**src/rtl/dr_phase_tracker.sv**
```systemverilog
// Oversampled clock/data recovery: per-phase edge histogram over a window of edge-bearing
// cycles, stepping the sampling phase toward the eye centre with lock and slip reporting.
module dr_phase_tracker #(
  parameter int NPHASE     = 10,
  parameter int WINDOW     = 16,
  parameter int LOCK_COUNT = 4
) (
  input  logic                      clock,
  input  logic                      reset,
  input  logic                      enable,
  input  logic                      track_en,
  input  logic [NPHASE-1:0]         samples,
  output logic                      data_out,
  output logic                      out_valid,
  output logic [$clog2(NPHASE)-1:0] sel_phase,
  output logic                      locked,
  output logic                      slip_fwd,
  output logic                      slip_back
);

  localparam int PW = $clog2(NPHASE);
  localparam int CW = $clog2(WINDOW + 1);
  localparam int LW = $clog2(LOCK_COUNT + 1);
  localparam logic [PW-1:0] SEL_RESET = PW'(NPHASE / 2);
  localparam logic [PW-1:0] SEL_LAST  = PW'(NPHASE - 1);
  localparam logic [CW-1:0] CNT_MAX   = CW'(WINDOW);
  localparam logic [CW-1:0] WIN_LAST  = CW'(WINDOW - 1);
  localparam logic [LW-1:0] LOCK_MAX  = LW'(LOCK_COUNT);

  logic [NPHASE-1:0] edge_s;
  logic              any_edge_s;
  logic              decide_s;
  logic [CW-1:0]     cnt_r      [NPHASE];
  logic [CW-1:0]     cnt_next_s [NPHASE];
  logic [CW-1:0]     win_cnt_r;
  logic [LW-1:0]     lock_cnt_r;
  logic [LW-1:0]     lock_cnt_next_s;
  logic              locked_next_s;
  logic              prev_last_r;
  logic [PW-1:0]     best_idx_s;
  logic [CW-1:0]     best_cnt_s;
  logic [PW-1:0]     target_s;
  int                dist_s;
  logic [PW-1:0]     sel_next_s;
  logic              fwd_s;
  logic              back_s;

  // Edge detection and saturating histogram increment
  always_comb begin
    edge_s[0] = samples[0] ^ prev_last_r;
    for (int k = 1; k < NPHASE; k++) begin
      edge_s[k] = samples[k] ^ samples[k-1];
    end
    for (int k = 0; k < NPHASE; k++) begin
      if (edge_s[k] && (cnt_r[k] != CNT_MAX)) begin
        cnt_next_s[k] = cnt_r[k] + CW'(1);
      end else begin
        cnt_next_s[k] = cnt_r[k];
      end
    end
    any_edge_s = |edge_s;
    decide_s   = enable && any_edge_s && (win_cnt_r == WIN_LAST);
  end

  // Phase decision: argmax (lowest index on ties), target, step direction and lock scoring
  always_comb begin
    best_idx_s = '0;
    best_cnt_s = cnt_next_s[0];
    for (int k = 1; k < NPHASE; k++) begin
      best_idx_s = (cnt_next_s[k] > best_cnt_s) ? PW'(k) : best_idx_s;
      best_cnt_s = (cnt_next_s[k] > best_cnt_s) ? cnt_next_s[k] : best_cnt_s;
    end
    target_s = PW'((int'(best_idx_s) + NPHASE / 2) % NPHASE);
    dist_s   = (int'(target_s) - int'(sel_phase) + NPHASE) % NPHASE;

    sel_next_s      = sel_phase;
    fwd_s           = 1'b0;
    back_s          = 1'b0;
    lock_cnt_next_s = lock_cnt_r;
    locked_next_s   = locked;
    if (decide_s) begin
      if (dist_s == 0) begin
        lock_cnt_next_s = (lock_cnt_r == LOCK_MAX) ? lock_cnt_r : lock_cnt_r + LW'(1);
      end else begin
        lock_cnt_next_s = '0;
        if (!track_en) begin
          sel_next_s = sel_phase;
        end else if (dist_s <= NPHASE / 2) begin
          // Half-way ambiguity resolves forward
          fwd_s      = (sel_phase == SEL_LAST);
          sel_next_s = fwd_s ? PW'(0) : sel_phase + PW'(1);
        end else begin
          back_s     = (sel_phase == PW'(0));
          sel_next_s = back_s ? SEL_LAST : sel_phase - PW'(1);
        end
      end
      locked_next_s = (lock_cnt_next_s == LOCK_MAX);
    end else begin
      lock_cnt_next_s = lock_cnt_r;
    end
  end

  // State and output registers
  always_ff @(posedge clock) begin
    if (reset) begin
      data_out    <= 1'b0;
      out_valid   <= 1'b0;
      sel_phase   <= SEL_RESET;
      locked      <= 1'b0;
      slip_fwd    <= 1'b0;
      slip_back   <= 1'b0;
      win_cnt_r   <= '0;
      lock_cnt_r  <= '0;
      prev_last_r <= 1'b0;
      for (int k = 0; k < NPHASE; k++) begin
        cnt_r[k] <= '0;
      end
    end else begin
      out_valid  <= enable;
      slip_fwd   <= fwd_s;
      slip_back  <= back_s;
      sel_phase  <= sel_next_s;
      lock_cnt_r <= lock_cnt_next_s;
      locked     <= locked_next_s;
      if (enable) begin
        data_out    <= samples[sel_phase];
        prev_last_r <= samples[NPHASE-1];
        if (decide_s) begin
          win_cnt_r <= '0;
          for (int k = 0; k < NPHASE; k++) begin
            cnt_r[k] <= '0;
          end
        end else if (any_edge_s) begin
          win_cnt_r <= win_cnt_r + CW'(1);
          for (int k = 0; k < NPHASE; k++) begin
            cnt_r[k] <= cnt_next_s[k];
          end
        end
      end
    end
  end

endmodule
```
**config.mk**
```make
export PLATFORM = sky130hd
export DESIGN_NAME = dr_phase_tracker
export DESIGN_NICKNAME = d
export VERILOG_FILES = /design/src/rtl/dr_phase_tracker.sv
export SDC_FILE = /design/constraint.sdc
export NUM_CORES = 1
export LEC_CHECK = 0
export BUFFER_PORTS_ARGS = -buffer_cell sky130_fd_sc_hd__buf_2
export CAP_MARGIN = 10
export CORE_UTILIZATION = 30
export CTS_CLUSTER_DIAMETER = 40
export DETAILED_ROUTE_END_ITERATION = 10
export GPL_ROUTABILITY_DRIVEN = 0
export PLACE_DENSITY = 0.49
export RECOVER_POWER = 100
export SYNTH_ARGS = -nofsm -noshare
export SYNTH_HDL_FRONTEND = slang
export SYNTH_SLANG_ARGS = --single-unit
```
**constraint.sdc**
```tcl
create_clock -name clock -period 46 [get_ports clock]
set_input_delay 4.6 -clock clock [delete_from_list [all_inputs] [get_ports clock]]
set_output_delay 4.6 -clock clock [all_outputs]
set_load 0.01 [all_outputs]
```
==> key figures <==
CTS
  – Worst-Skew Late Latency: 350 ps
  – CTS hold repair buffers: 0
  – Post-CTS setup buffers: 0
  – CTS Sinks: 68
  – CTS root buf: clkbuf_16
  – CTS tree: done
  – Worst-path clk slew: 70 ps
  – Htree depth: 3
  – Clock Path Buffers: 2
  – CTS buffer count: 9
  – Post_cts resized: 0

Floorplan
  – Die area: 24290 sq um
  – Initial core utilization: 30.99%
  – IO Count: 23
  – Die Ht: 155.8 um
  – FP Rows: 55
  – Core area: 22920 sq um
  – Die width: 155.8 um

GRT
  – GRT overflow: 0
  – First-pass GRT wire length: 28240 um
  – Total Routing Usage GR: 14.63%
  – Largest net degree at the start of global routing: 52
  – Number of global-route vias before repair: 5578
  – Initial antenna violation count: 0

Critical path
  – Reg2Reg Launch Point: cnt_r[1][0]
  – CP arrival: 27080 ps
  – CP Max Fanout: 12
  – Crit-path slowest cell: nor3_1
  – Worst Setup SP: samples[1]
  – R2R setup slack: 23220 ps
  – Reg2reg end: sel_phase[1]
  – Crit Path Category: input pin to register
  – CP Launch Type: input pin
  – Max incr delay on CP: 650 ps
  – WP data required: 46230 ps
  – Setup crit end kind: register
  – Reg2reg path depth: 92

Logic synthesis
  – Synthesized area per cell: 8.514 sq um
  – Top cell type's share of synthesized area: 21.15%
  – Synth area leaders: edfxtp_1, ha_1, nor2_1
  – Ys Warns: 0
  – Netlist Area Pre-Place: 7101 sq um
  – Synth top cells by count: nor2_1, ha_1, inv_1
  – Most frequent cell after synthesis: nor2_1
  – Netlist cell types: 92
  – Synth Instances: 834
  – Ys flop type: edfxtp_1
  – Synth async-reset ratio: 0%
  – Post-synthesis net count: 931
  – #FFs+latches synth: 68
  – Post-synth EDFFs: 50
  – Sequential share of the synthesized area: 26.22%
  – Cell taking the most area after synthesis: edfxtp_1

Hold path
  – Hold Path Class: register to register
  – Startpoint of the worst hold path: lock_cnt_r[1]
  – Worst hold endpoint: lock_cnt_r[1]
  – Hold path depth: 2

Finish
  – Fillers: 2428
  – Multi-input logic area: 4803 sq um
  – Layout area overhead: 8.899%
  – Final #Nets: 945
  – Sequential Area: 1862 sq um
  – Share of layout cells above drive strength 1: 7.864%
  – Final cell count without fillers: 1165
  – # diodes: 0

Drt
  – Pre-antenna DRT Iters: 4
  – DR iter-0 viols: 382
  – Drt total wl: 16870 um
  – Drt drc: 0
  – Routed len/inst: 14.48 um
  – Via density per instance: 5.034
  – Total number of vias: 5865
  – Post-route antenna net violation count: 0

Run status
  – Run status: finished, violations left
  – Failing checks: max-capacitance violations, max-slew violations

STA
  – Normalized max-slew margin: -76.74%
  – Worst Skew: 13.59 ps
  – Final slew viol count: 98
  – Final setup violation count: 0
  – Setup TNS: 0 ps
  – Fmax: 0.03725 GHz
  – Tmin final: 26850 ps
  – RSZ-0062 raised after global routing: no
  – Final Hold Vio Count: 0
  – Worst-Margin Slew: 2651 ps
  – Fin crit share: 58.36%

Placement
  – Final HPWL DP: 13050 um
  – Input/output buffers: 22
  – Placed cells: 1150

Flow run
  – Max_cap viols: 2
-- final cells by class --
class                   count  area share [%]
multi-input cells         668           62.12
flip-flops and latches     68           24.08
well taps                 313           5.065
inverters                  78           3.786
clock buffers              10           2.961
repair buffers             23           1.294
clock inverters             5          0.6958
-- flip-flops by register name (all words and copies together), names as in the netlist --
| signal | count |
|---|---|
| data_out | 1 |
| lock_cnt_r | 3 |
| slip_back | 1 |
| locked | 1 |
| slip_fwd | 1 |
| prev_last_r | 1 |
| cnt_r | 50 |
| sel_phase | 4 |
| out_valid | 1 |
| win_cnt_r | 5 |
-- critical path, delay by kind of cell --
kind                     cells  cell delay, ps
buffers and inverters        4             650
AO/OA/AOI/OAI               42            9920
multiplexers                 5            1620
adder cells (fa/ha/maj)     13            4260
AND/OR/NAND/NOR             24            5280
XOR/XNOR                     2             770
-- cells in the final DEF, fill, tap and decap left out, types with 27 or more instances in the layout --
cell type  instances
ha_1              82
nand2_1           62
xor2_1            27
xnor2_1           29
o21ai_0           34
a21oi_1           37
nor2_1            98
edfxtp_1          50
inv_1             77
-- kinds of logic after synthesis --
kind of cell / count (synthesis) / synth area share [%]
adders and majority gates: 83 / 14.73
DFF: 68 / 26.22
buffers and inverters: 98 / 5.480
AOI/OAI and AO/OA: 189 / 19.10
xor gates and xnor gates: 57 / 7.242
muxes: 22 / 3.665
and+or+nand+nor: 317 / 23.56
-- worst max path at each step --
| stage | endpoint | cells after the start | slack (ps) |
|---|---|---|---|
| after floorplan | sel_phase[3] | 93 | 22310 |
| after global placement | sel_phase[3] | 91 | 20120 |
| after detailed placement | sel_phase[3] | 89 | 19920 |
| after CTS | sel_phase[3] | 89 | 20210 |
| after global routing | sel_phase[1] | 93 | 16970 |
| final | sel_phase[1] | 90 | 19150 |
-- routing by layer --
metal	vias to the layer above	global-route usage, %	share of wire, %
met5	-	0	0
met4	0	4.435	1.7
met3	18	2.361	2.7
met2	71	23.45	44
met1	2729	20.04	51
li1	3047	-	-
-- stage by stage --
stage | hold WS (ps) | cell area, sq um | setup WS [ps] | utilization, %
3_3_place_gp | 459.2 | 7517 | 20120 | 32.80
3_5_place_dp | 471.1 | 7517 | 19920 | 32.80
2_1_floorplan | 448.6 | 7101 | 22310 | -
5_1_grt | 510.0 | 7732 | 16970 | 33.74
4_1_cts | 479.8 | 7800 | 20210 | 34.04
6_report | 476.3 | 7732 | 19150 | 33.74
Power is left out: the tool's default activity adds up to more than one toggle a clock period on the data nets, which glitch-free logic cannot reach.
